[config.mk]
export PLATFORM = sky130hd
export DESIGN_NAME = wb_dual_master_arbiter
export DESIGN_NICKNAME = d
export VERILOG_FILES = /design/src/rtl/wb_dual_master_arbiter.sv
export SDC_FILE = /design/constraint.sdc
export NUM_CORES = 1
export LEC_CHECK = 0
export CORE_AREA = 4 4 121 123
export CTS_CLUSTER_DIAMETER = 40
export CTS_CLUSTER_SIZE = 30
export DETAILED_ROUTE_END_ITERATION = 12
export DIE_AREA = 0 0 125 127
export GPL_TIMING_DRIVEN = 1
export PLACE_DENSITY = 0.7
export SYNTH_ARGS = -nofsm -noshare
export SYNTH_HDL_FRONTEND = slang
export SYNTH_SLANG_ARGS = --single-unit
[constraint.sdc]
create_clock -name wb_clk_i -period 2.8 [get_ports wb_clk_i]
set_clock_uncertainty 0.15 [all_clocks]
set_input_delay 0.56 -clock wb_clk_i [delete_from_list [all_inputs] [get_ports wb_clk_i]]
set_output_delay 0.56 -clock wb_clk_i [all_outputs]
set_load 0.01 [all_outputs]
[src/rtl/wb_dual_master_arbiter.sv]
// Two-master Wishbone arbiter: management SoC (M0) and LA debug requester (M1)
// share one core slave port with round-robin grant and watchdog abort.
module wb_dual_master_arbiter #(
   parameter int AW      = 32,
   parameter int DW      = 32,
   parameter int TO_W    = 8,
   parameter int TIMEOUT = 255
) (
   input  logic              wb_clk_i,
   input  logic              wb_rst_ni,
   input  logic              wbs_cyc_i,
   input  logic              wbs_stb_i,
   input  logic              wbs_we_i,
   input  logic [DW/8-1:0]   wbs_sel_i,
   input  logic [AW-1:0]     wbs_adr_i,
   input  logic [DW-1:0]     wbs_dat_i,
   output logic              wbs_ack_o,
   output logic              wbs_err_o,
   output logic [DW-1:0]     wbs_dat_o,
   input  logic              la_req_i,
   input  logic              la_we_i,
   input  logic [AW-1:0]     la_adr_i,
   input  logic [DW-1:0]     la_dat_i,
   output logic              la_ack_o,
   output logic              la_err_o,
   output logic [DW-1:0]     la_dat_o,
   output logic              m_cyc_o,
   output logic              m_stb_o,
   output logic              m_we_o,
   output logic [DW/8-1:0]   m_sel_o,
   output logic [AW-1:0]     m_adr_o,
   output logic [DW-1:0]     m_dat_o,
   input  logic [DW-1:0]     m_dat_i,
   input  logic              m_ack_i,
   output logic [1:0]        grant_o,
   output logic              timeout_irq_o
);

   typedef enum logic [1:0] {IDLE, BUSY0, BUSY1, ERR} state_t;

   localparam logic [TO_W-1:0] TO_VAL = TO_W'(TIMEOUT);

   state_t          state;
   logic            last_q;
   logic [TO_W-1:0] cnt;
   logic            cyc_q;
   logic [1:0]      grant_q;
   logic            err0_q;
   logic            err1_q;
   logic            irq_q;

   logic            r0;
   logic            r1;
   logic            own_req;
   logic            to_hit;

   assign r0 = wbs_cyc_i & wbs_stb_i;
   assign r1 = la_req_i;

   // Owner still holding its request; a drop means abandon and masks m_ack_i.
   assign own_req = (state == BUSY0) ? wbs_cyc_i :
                    (state == BUSY1) ? la_req_i  : 1'b0;
   assign to_hit  = (TIMEOUT != 0) && (cnt == TO_VAL);

   always_ff @(posedge wb_clk_i or negedge wb_rst_ni) begin
      if (!wb_rst_ni) begin
         state   <= IDLE;
         last_q  <= 1'b1;
         cnt     <= '0;
         cyc_q   <= 1'b0;
         grant_q <= 2'b00;
         err0_q  <= 1'b0;
         err1_q  <= 1'b0;
         irq_q   <= 1'b0;
      end else begin
         case (state)
            IDLE: begin
               cnt <= '0;
               // last_q == 1 means M1 went last, so M0 takes the tie.
               if (r0 && (!r1 || last_q)) begin
                  state   <= BUSY0;
                  cyc_q   <= 1'b1;
                  grant_q <= 2'b01;
               end else if (r1) begin
                  state   <= BUSY1;
                  cyc_q   <= 1'b1;
                  grant_q <= 2'b10;
               end
            end
            BUSY0, BUSY1: begin
               if (!own_req || m_ack_i) begin
                  state   <= IDLE;
                  last_q  <= (state == BUSY1);
                  cnt     <= '0;
                  cyc_q   <= 1'b0;
                  grant_q <= 2'b00;
               end else if (to_hit) begin
                  state  <= ERR;
                  cnt    <= '0;
                  cyc_q  <= 1'b0;
                  err0_q <= (state == BUSY0);
                  err1_q <= (state == BUSY1);
                  irq_q  <= 1'b1;
               end else begin
                  cnt <= cnt + 1'b1;
               end
            end
            ERR: begin
               state   <= IDLE;
               last_q  <= grant_q[1];
               grant_q <= 2'b00;
               err0_q  <= 1'b0;
               err1_q  <= 1'b0;
               irq_q   <= 1'b0;
            end
         endcase
      end
   end

   assign m_cyc_o       = cyc_q;
   assign m_stb_o       = cyc_q;
   assign grant_o       = grant_q;
   assign wbs_err_o     = err0_q;
   assign la_err_o      = err1_q;
   assign timeout_irq_o = irq_q;

   assign wbs_ack_o = (state == BUSY0) & own_req & m_ack_i;
   assign la_ack_o  = (state == BUSY1) & own_req & m_ack_i;
   assign wbs_dat_o = wbs_ack_o ? m_dat_i : '0;
   assign la_dat_o  = la_ack_o  ? m_dat_i : '0;

   always_comb begin
      m_we_o  = 1'b0;
      m_sel_o = '0;
      m_adr_o = '0;
      m_dat_o = '0;
      if (state == BUSY0) begin
         m_we_o  = wbs_we_i;
         m_sel_o = wbs_sel_i;
         m_adr_o = wbs_adr_i;
         m_dat_o = wbs_dat_i;
      end else if (state == BUSY1) begin
         m_we_o  = la_we_i;
         m_sel_o = '1;
         m_adr_o = la_adr_i;
         m_dat_o = la_dat_i;
      end
   end

endmodule

==> flow_summary.toml <==
[cells_and_area]
n_antenna_cell = 0
layout_commonest_cell = "clkdlybuf4s50_1"
final_nets = 762
layout-drive-gt1-share_pct = 7.917
fin_util_pct = 41.72
fin_area_mm2 = 0.005702
fillers = 1369
syn_to_final_growth_pct = 171.3
final_cell_mix = "clkdlybuf4s50_1 (178), dlygate4sd2_1 (122), and2_1 (66)"

[die]
ios = 314
num_rows = 43
die_area_mm2 = 0.01588
die_w_um = 125
core_mm2 = 0.01367
initial_core_util_pct = 15.38
die_y_um = 127

[sta]
fmax_mhz = 363.3
worstMarginPinSlew_ps = 768.6
setup_tns_ps = 0
finalCritPeriodShare_pct = 98.31
slew_headroom_pct = 48.60
worst_slack_ps = 47.19
slew_violations = 0
setup_viol = 0
finalHoldViolations = 0
fin_crit_ps = 2753

[worst_setup_path]
timing.reg2reg.setup_slack_ps = 420
critPathCaptureType = "output port"
setup.worst_path.end = "la_dat_o[13]"
cp-start-kind = "primary input"
rr_endpoint = "la_err_o$_DFFE_PN0P_"
reg2regPathDepth = 7
cp_data_required_time_ps = 2090
crit_start = "m_ack_i"
critPathKind = "primary input to output port"
path_cells = "clkdlybuf4s50_1 -> nand2_1 -> a21oi_4 -> buf_12 -> clkbuf_16 -> and2_1 -> dlygate4sd2_1"
crit_path_max_fanout = 16
timing.rr.start = "state[1]$_DFFE_PN0P_"
critPathArrivalTime_ps = 2040
crit_path_top_delay_cell = "clkdlybuf4s50_1"
cpPeakStageDelay_ps = 510

[clock_network]
cts_inserted_buffers = 3
cts_num_sinks = 17
clk_pin_slew_ps = 50
htreeDepth = 1
cts_buffer_depth = 2
cts_tree = "yes"
cts-root-buf = "clkbuf_16"
clk_latency_ps = 250

[synth]
synthCells = 263
yosysSeqAreaShare_pct = 20.30
synth_cell_types = 37
yosys_warnings = 0
avgSynthCellArea_um2 = 7.992
synth.net_count = 443
synth.cell_area_mm2 = 0.002102
yosys_register_bits = 17

[outcome]
status = "completed"

[global_routing]
antenna_found_initial = 1
grt_usage_pct = 16.18
grt_first_pass_wirelength_um = 20290
overflow = 0
grt_max_degree = 59
grt_pass1_vias = 3450

[pwr]
ir_drop_mv = 0.2739
total_power_mw = 3.642
p_leak_nw = 2.935
p_per_area_mw_per_mm2 = 638.7

[routing]
drtPass1Iterations = 4
wirelength_um = 14240
drtAntennaViolNets = 0
vias = 3348
drtIter0Drc = 102
route.detailed.drc = 0
wl_per_cell_um = 18.71
via_per_inst = 4.399

[placed_design]
dp_worst_setup_slack_ps = -172.0
gp_congestion = 0.9054
place_hpwl_um = 11780
io_buffers = 313
placed_cell_area_mm2 = 0.005579

[flow_run]
cap_violations = 0

[worst_hold_path]
holdCritPathClass = "flip-flop to flip-flop"
[cells in the mapped netlist]
master	instances	area [µm²]
mux2i_1	1	10.01
mux2_1	2	22.52
nor2b_1	4	25.02
dfstp_2	1	26.28
buf_2	5	25.02
nor3_1	1	5.000
a21o_1	4	30.03
nor4_1	1	6.260
nor3b_1	1	7.510
o22a_1	2	17.52
a22o_1	65	569.3
o21ai_0	3	15.01
ha_1	8	100.1
mux2_2	2	22.52
and2_1	66	412.9
clkbuf_1	18	67.56
a311oi_1	1	8.760
o22ai_1	1	6.260
dfrtp_1	16	400.4
nand3b_1	1	7.510
o21a_1	1	7.510
a21oi_1	9	45.04
inv_1	7	26.28
nand4_1	1	6.260
a2111oi_0	1	8.760
nand2_1	15	56.30
xor2_1	1	8.760
o211a_1	1	10.01
and3_1	1	6.260
nand2b_1	1	6.260
nand4b_1	2	17.52
or2_2	2	12.51
a211oi_4	1	20.02
nor2_1	8	30.03
buf_4	1	7.510
xnor2_1	2	17.52
nand3_1	6	30.03
[layer usage]
metal / vias to the layer above / routed length, µm / GRT usage, % / share of wire [%]
met3: 19 / 1543 / 5.978 / 11
met1: 1526 / 5528 / 19.02 / 39
met5: - / 20 / 0 / 0.14
met2: 211 / 6869 / 28.76 / 48
li1: 1590 / - / - / -
met4: 2 / 274 / 2.615 / 1.9
[sequential cells by signal, indices dropped and copies added, names as in the netlist]
signal and count:
cnt 8, grant_o 2, la_err_o 1, last_q 1, m_cyc_o 1, state 2
timeout_irq_o 1, wbs_err_o 1
[logic make-up (layout without fill, tap and decap cells)]
kind of cell,Yosys count,in the layout,share of synthesized area (%)
flip-flops,17,17,20.30
adder cells (fa/ha/maj),8,8,4.762
AND/OR/NAND/NOR,110,110,29.94
AO/OA/AOI/OAI,89,89,35.12
multiplexers,5,5,2.619
XOR/XNOR,3,3,1.250
buffers and inverters,31,349,6.012
[worst min path at each step]
| stage | start | to | cells past startpoint |
|---|---|---|---|
| final | grant_o[0]$_DFFE_PN0P_ | grant_o[0]$_DFFE_PN0P_ | 1 |
| after global routing | grant_o[0]$_DFFE_PN0P_ | grant_o[0]$_DFFE_PN0P_ | 1 |
| after CTS | grant_o[0]$_DFFE_PN0P_ | grant_o[0]$_DFFE_PN0P_ | 1 |
| after detailed placement | grant_o[0]$_DFFE_PN0P_ | grant_o[0]$_DFFE_PN0P_ | 1 |
| after global placement | grant_o[0]$_DFFE_PN0P_ | grant_o[0]$_DFFE_PN0P_ | 1 |
| after floorplan | wb_rst_ni | cnt[0]$_DFFE_PN0P_ | 0 |
[layout make-up]
class                      instances  area, µm²  area share (%)
timing repair buffer             338       3353           58.81
multi-input combinational        215       1588           27.85
sequential                        17      426.7           7.483
tap                              180      225.2           3.950
clock buffer                       3      75.07           1.317
inverter                           7      26.28          0.4608
clock inverter                     1      7.507          0.1317
[what timing repair did]
| action | CTS | global route |
|---|---|---|
| buffers inserted | 4 | 1 |
| cloned | 2 | 1 |
| hold buffers | 0 | 0 |
| pin swaps | 0 | 1 |
| setup endpoints to repair | 130 | 8 |
| gates resized for setup | 127 | 13 |
[critical path: cells and delay by family]
kind / cells / cell delay [ps]
buf+inv: 4 / 1070
compound gates: 1 / 200
simple gates: 2 / 210
[per-stage QoR]
step	hold slack [ps]	cells
finish	348.3	761
global route	370.0	761
detailed placement	332.9	749
floorplan	114.4	263
CTS	354.6	759
global placement	338.1	749
[where the power goes]
group | total (mW) | leakage, nW | switching (mW) | internal, mW
Combinational | 2.99 | 2.68 | 1.35 | 1.63
Sequential | 0.361 | 0.221 | 0.0500 | 0.311
Clock | 0.293 | 0.0371 | 0.100 | 0.193
Total | 3.64 | 2.93 | 1.50 | 2.14
Note: power is estimated with default switching activity, not from simulation.
